`src/rtl/pwl_tanh_5_bwd.sv`:
```
// Backward pass of the 5-slice Q8.8 PWL tanh: g_out = g * slope(x), two-stage
// valid/ready pipeline, plus a saturating count of dead-gradient samples.
module pwl_tanh_5_bwd #(
  parameter int CNT_W = 16
) (
  input  logic                    clk,
  input  logic                    rst_n,
  input  logic                    valid_in,
  output logic                    ready_in,
  input  logic signed [15:0]      x_in,
  input  logic signed [15:0]      g_in,
  output logic                    valid_out,
  input  logic                    ready_out,
  output logic signed [15:0]      g_out,
  input  logic                    clear_stats,
  output logic        [CNT_W-1:0] sat_count
);

  typedef enum logic [1:0] {SL_ZERO, SL_86, SL_236} slope_e;

  localparam logic signed [15:0] BP_NEG_OUT = -16'sd512;
  localparam logic signed [15:0] BP_NEG_IN  = -16'sd128;
  localparam logic signed [15:0] BP_POS_IN  =  16'sd128;
  localparam logic signed [15:0] BP_POS_OUT =  16'sd512;
  localparam logic [CNT_W-1:0]   CNT_MAX    = {CNT_W{1'b1}};

  slope_e             slope_sel;
  logic signed [31:0] g_ext;
  logic signed [31:0] prod_86;
  logic signed [31:0] prod_236;
  logic signed [31:0] prod_sel;

  logic               s1_v;
  logic signed [31:0] s1_prod;
  logic               s2_free;
  logic               s1_adv;
  logic               accept;

  // NOTE: every signal assigned in always_comb gets a default first, so no
  // path through the block can leave it unassigned and infer a latch.
  always_comb begin
    slope_sel = SL_ZERO;
    if (x_in >= BP_NEG_OUT && x_in < BP_NEG_IN)
      slope_sel = SL_86;
    else if (x_in >= BP_NEG_IN && x_in < BP_POS_IN)
      slope_sel = SL_236;
    else if (x_in >= BP_POS_IN && x_in < BP_POS_OUT)
      slope_sel = SL_86;
  end

  // Shift-and-add multipliers: 86 = 64+16+4+2, 236 = 256-16-4.
  assign g_ext    = {{16{g_in[15]}}, g_in};
  assign prod_86  = (g_ext <<< 6) + (g_ext <<< 4) + (g_ext <<< 2) + (g_ext <<< 1);
  assign prod_236 = (g_ext <<< 8) - (g_ext <<< 4) - (g_ext <<< 2);

  always_comb begin
    prod_sel = '0;
    case (slope_sel)
      SL_86:   prod_sel = prod_86;
      SL_236:  prod_sel = prod_236;
      default: prod_sel = '0;
    endcase
  end

  assign s2_free  = !valid_out || ready_out;
  assign s1_adv   = s1_v && s2_free;
  assign ready_in = !s1_v || s2_free;
  assign accept   = valid_in && ready_in;

  // NOTE: sequential state uses non-blocking assignments so every register
  // samples the pre-edge value of its inputs, independent of block order.
  always_ff @(posedge clk or negedge rst_n) begin
    if (!rst_n) begin
      s1_v    <= 1'b0;
      s1_prod <= '0;
    end else if (accept) begin
      s1_v    <= 1'b1;
      s1_prod <= prod_sel;
    end else if (s1_adv) begin
      s1_v    <= 1'b0;
    end
  end

  always_ff @(posedge clk or negedge rst_n) begin
    if (!rst_n) begin
      valid_out <= 1'b0;
      g_out     <= '0;
    end else if (s1_adv) begin
      valid_out <= 1'b1;
      g_out     <= s1_prod[23:8];
    end else if (ready_out) begin
      valid_out <= 1'b0;
    end
  end

  // Bits outside [23:8] are dropped by the Q8.8 rescale; floor rounding falls
  // out of discarding the low byte of a two's-complement product.
  logic unused_prod_bits;
  assign unused_prod_bits = ^{s1_prod[31:24], s1_prod[7:0]};

  always_ff @(posedge clk or negedge rst_n) begin
    if (!rst_n)
      sat_count <= '0;
    else if (clear_stats)
      sat_count <= '0;
    else if (accept && slope_sel == SL_ZERO && sat_count != CNT_MAX)
      sat_count <= sat_count + 1'b1;
  end

endmodule
```
`config.mk`:
```
export PLATFORM = sky130hd
export DESIGN_NAME = pwl_tanh_5_bwd
export DESIGN_NICKNAME = d
export VERILOG_FILES = /design/src/rtl/pwl_tanh_5_bwd.sv
export SDC_FILE = /design/constraint.sdc
export NUM_CORES = 1
export LEC_CHECK = 0
export BUFFER_PORTS_ARGS = -buffer_cell sky130_fd_sc_hd__buf_2
export CELL_PAD_IN_SITES_DETAIL_PLACEMENT = 2
export CELL_PAD_IN_SITES_GLOBAL_PLACEMENT = 2
export CORE_MARGIN = 1
export CORE_UTILIZATION = 40
export DETAILED_ROUTE_END_ITERATION = 16
export PLACE_DENSITY_LB_ADDON = 0.1
export SYNTH_ARGS = -nofsm -noshare
export SYNTH_HDL_FRONTEND = slang
export SYNTH_SLANG_ARGS = --single-unit
```
`constraint.sdc`:
```
create_clock -name clk -period 4.5 [get_ports clk]
set_clock_uncertainty 0.05 [all_clocks]
set_input_delay 0.225 -clock clk [delete_from_list [all_inputs] [get_ports clk]]
set_output_delay 0.225 -clock clk [all_outputs]
set_load 0.02 [all_outputs]
```
# [Word-level counts from Yosys, hierarchy flattened]
# Index checks and enable logic that the tools add are counted.
[classes] addsub=6 magnitude_cmp=6 eq_ne=3 muxes=10 n_reduce_logical=15
[ops] op="24-bit case mux with 2 select lines" n=1
[ops] op="16-bit 2-to-1 mux" n=2
[ops] op="23-bit by 18-bit adder with 24-bit output" n=1
[ops] op="24-bit by 17-bit adder with 24-bit output" n=1
[ops] op="24-bit by 18-bit subtractor with 24-bit output" n=1
[ops] op="24-bit by 20-bit subtractor with 24-bit output" n=1
[ops] op="22-bit by 20-bit adder with 23-bit output" n=1
[ops] op="16-bit by 1-bit adder with 16-bit output, second input constant" n=1
[ops] op="16-bit by 10-bit greater-or-equal comparator with 1-bit output, second input constant" n=1
[ops] op="16-bit by 8-bit greater-or-equal comparator with 1-bit output, second input constant" n=1
[ops] op="16-bit by 9-bit greater-or-equal comparator with 1-bit output, second input constant" n=1
[ops] op="16-bit by 11-bit less-than comparator with 1-bit output, second input constant" n=1
[ops] op="16-bit by 8-bit less-than comparator with 1-bit output, second input constant" n=1
[ops] op="16-bit by 9-bit less-than comparator with 1-bit output, second input constant" n=1
[ops] op="16-bit != test, second input constant" n=1
[ops] op="1-bit logical AND" n=7
[ops] op="2-bit nonzero test" n=3
[ops] op="1-bit 2-to-1 mux" n=5
[ops] op="2-bit 2-to-1 mux" n=2
[ops] op="2-bit by 1-bit equality test with 1-bit output, second input constant" n=1
[ops] op="2-bit equality test, second input constant" n=1
[ops] op="1-bit logical NOT" n=2
[ops] op="2-bit logical NOT" n=1
[ops] op="1-bit logical OR" n=2
[word_totals] regBits=58 inputBits=37 out_inout_bits=34 word_cells=45

# [Logic depth before layout (Yosys ltp)]
[depth] word_depth=10 ltp_mapped=12 depth_no_buf=12

# [Worst setup path after synthesis]
# OpenSTA, ideal clock, no wires.
[synth_timing] path_type="input to register" startpoint="in g_in[1]" endpoint="reg s1_prod[17]" t_arrival_ns=3.389 path_slack_ns=0.935 stages=12 path_buffers=0 cell_sequence="inv_1 -> fa_1 -> inv_1 -> fa_1 -> ha_1 -> or3_4 -> o221ai_4 -> o22ai_2 -> or4_1 -> a31o_1 -> xor2_1 -> a221o_1"
[synth_between] elab_chain_cells=4
[synth_lines] item="start: declaration" line="11" rtl="input logic signed [15:0] g_in,"
[synth_lines] item="22-bit by 20-bit adder with 23-bit output" line="53" rtl="assign prod_86 = (g_ext <<< 6) + (g_ext <<< 4) + (g_ext <<< 2) + (g_ext <<< 1);"
[synth_lines] item="23-bit by 18-bit adder with 24-bit output" line="53"
[synth_lines] item="24-bit by 17-bit adder with 24-bit output" line="53"
[synth_lines] item="24-bit case mux with 2 select lines (*)" line="58" rtl="case (slope_sel)"
[synth_lines] item="end signal: assignment" line="78" rtl="s1_prod <= prod_sel;"
[synth_lines] item="end: declaration" line="34" rtl="logic signed [31:0] s1_prod;"
# Every way passes the cells marked *; elsewhere a longest branch is shown, timed or not.
# A chain may end at the register's enable or synchronous reset.

# [Worst setup path after layout]
# Ends and elaborated chain as after synthesis.

==> reports/summary.txt <==
Routability cong.: 0.8196
Max Cap Viol: 0
Min-Delay Path Class: input port to asynchronous set/reset pin
Number of H-tree levels: 2
Post_cts resized: 0
Post-CTS setup buffers: 0
Share of post-route cells with drive strength above 1: 15.80%
Most common cell after layout, fill and taps aside: buf_2
GRT Max-Usage Layer: met2
PD cells: 295.6 nW/µm²
CP max stage cell: fa_1
Via-to-Cell Ratio: 5.537
Hold Vio Cnt, Final: 12
Yosys Warn Count: 0
Avg WL per Cell: 18.72 µm
Clock share of power: 22.2%
Psw: 664.0 µW
Total iterations of the first detailed-routing run: 4
Main synth FF type: dfrtp_1
Setup TNS Final: 0 ps
Synthesized area per cell: 9.459 µm²
Vias in the first global route: 4613
RSZ-0062 raised after global routing: no
Leakage power: 0.002746 µW
Core area: 12160 µm²
Pins Over Slew Limit: 0
Netlist cell types: 54
Synth Register Bits: 50
Setup violation total in the final timing report: 0
Cell internal pwr: 1015 µW
Ant diodes: 0
Boundary Pins: 71
DP Worst Slack: 458.0 ps
P&R area growth vs syn: 12.85%
Port bufs: 63
Hold slack: -26.30 ps
Async set-or-reset flop fraction in the synthesized netlist: 100.0%
Sequential cell fraction of total power: 27.9%
Status: finished, violations left
WP data arrival: 3840 ps
Max VDD drop: 0.1410 mV
CTS Buf Count: 5
DRT iter0 DRCs: 91
Netlist Area Pre-Place: 5032 µm²
Die height: 114.2 µm
CP Capture Type: flop
Hold buffers post-CTS: 0
Switching Fraction: 39.55%
Period Utilization, post-route: 82.65%
CTS max path bufs: 2
GRT Total Usage: 23.41%
Fin area: 5679 µm²
Clock net sink count: 50
Slowest cell delay on critical path: 560 ps
GR Layer Usage met2: 43.64%
Placement Cell Area: 5532 µm²
Clk Latency, worst-skew pair: 290 ps
Reg clk slew, reported paths: 60 ps
Routed wire length: 14280 µm
First-pass GRT wire length: 23780 µm
Number of antenna violations at the first check in global routing: 0
Register area share after synthesis: 24.86%
WS Path Type: input port to flop
Synth area leaders: dfrtp_1 (25%), ha_1 (15%), fa_1 (14%)
CP Launch Type: input port
Cell Rows: 40
Combinational share of power: 50.0%
Final worst setup slack: 780.7 ps
Post-synth EDFFs: 0
CP Max Fanout: 6
Routing usage on met3: 1.694%
Dpl hpwl: 11980 µm
Commonest cells after routing, fill and taps aside: buf_2 (63), ha_1 (60), inv_1 (54)
Fmax: 0.2689 GHz
Clock Tree Root: clkbuf_16
Worst-Margin Slew: 729.1 ps
Full die area: 13030 µm²
Initial core utilization: 41.38%
Failing checks: negative hold slack
Dominant cell type by area after synthesis: dfrtp_1
DR vias: 4225
Post-synth top area share: 24.86%
Grt total ovfl: 0
Max-Slew Margin vs Limit: 51.28%
CP Cell Sequence: buf_2, inv_1, fa_1, inv_1, fa_1, ha_1, or3_4, o221ai_4, o22ai_2, or4_1, a31o_1, xor2_1, a221o_1
Post-Syn Nets: 665
Final min period: 3719 ps
DRT antenna net count: 0
Die Width: 114.2 µm
Final nets: 727
Grt met1 use: 29.47%
Largest net degree at the start of global routing: 51
DRC errors left: 0
TritonCTS clock tree: yes
WP data required: 4620 ps
Mapped Cells: 532
worst max-delay path, delay by kind of cell:
kind                     cells  cell delay (ps)
AO/OA/AOI/OAI                4              890
AND/OR/NAND/NOR              2              860
adder cells (fa/ha/maj)      3             1320
XOR/XNOR                     1              140
buffers and inverters        3              390
cell usage after synthesis, types with 2 or more instances:
cell type / count
mux2_2: 17
nor2b_1: 8
a31oi_1: 7
nand3b_1: 3
fa_1: 36
nor2_1: 34
nor3_1: 4
o31a_1: 2
o21bai_1: 2
nor4_1: 3
and3_1: 4
clkbuf_1: 8
dfrtp_1: 50
o21ai_0: 33
or4_1: 3
a21o_1: 8
nand3_1: 13
a211oi_1: 2
a22oi_1: 2
o221ai_1: 2
xnor2_1: 21
nand2b_1: 8
a21oi_1: 36
inv_1: 54
mux2i_1: 4
o211ai_1: 5
xor2_1: 8
a221o_1: 5
ha_1: 60
a221oi_1: 2
nand4_1: 10
a311oi_1: 4
nand2_1: 33
and4_1: 5
or3_1: 9
and2_1: 6
o21a_1: 4
state kept, by name, summed over array words and instances, names as in the netlist:
name and cells:
s1_prod 16, sat_count 16, s1_v 1, g_out 16, valid_out 1
final timing paths:
check / start / endpoint / slack (ps) / cells after the start
setup / recovery: g_in[1] / s1_prod[17]$_DFFE_PN0P_ / 780 / 13
hold / removal: rst_n / s1_v$_DFFE_PN0P_ / -30 / 2
setup reg to reg: sat_count[3]$_DFFE_PN0P_ / sat_count[13]$_DFFE_PN0P_ / 1960 / 6
hold reg to reg: s1_v$_DFFE_PN0P_ / valid_out$_DFFE_PN0P_ / 450 / 1
max in group asynchronous: rst_n / s1_prod[21]$_DFFE_PN0P_ / 3980 / 2
min in group clk: valid_in / s1_v$_DFFE_PN0P_ / 130 / 2
per-layer routing:
| layer | up-vias | routed length, µm |
|---|---|---|
| met5 | - | 0 |
| met4 | 0 | 106 |
| met3 | 6 | 301 |
| met2 | 48 | 7471 |
| met1 | 2164 | 6401 |
| li1 | 2007 | - |
layout make-up:
| cell class | count | area [µm²] |
|---|---|---|
| fillers | 1370 | 6482 |
| multi-input cells | 419 | 3545 |
| flip-flops and latches | 50 | 1251 |
| repair buffers | 64 | 322.8 |
| well taps | 168 | 210.2 |
| inverters | 54 | 202.7 |
| clock buffers | 7 | 142.6 |
| clock inverters | 1 | 5.005 |
stage by stage:
| step | hold slack, ps | total power [µW] | std cells | util (%) |
|---|---|---|---|---|
| CTS | 9.850 | 1705 | 763 | 46.70 |
| floorplan | -120.6 | 1077 | 532 | - |
| global route | 13.00 | 1813 | 763 | 46.70 |
| global placement | 323.8 | 1269 | 755 | 45.48 |
| detailed placement | 325.5 | 1318 | 755 | 45.48 |
| finish | -26.30 | 1679 | 763 | 46.70 |
power by group through the flow:
stage	clock network (µW)	logic [µW]	registers, µW
5_1_grt	398	946	469
2_1_floorplan	0	593	483
4_1_cts	390	847	468
3_3_place_gp	0	794	475
3_5_place_dp	0	842	476
6_report	372	839	468
kinds of logic after synthesis:
logic type / synth area share [%]
AOI/OAI and AO/OA: 16.61
xor gates and xnor gates: 5.047
adders and majority gates: 29.24
buffers and inverters: 4.699
DFF: 24.86
muxes: 4.600
and+or+nand+nor: 14.94
(Power assumes the default switching activity.)
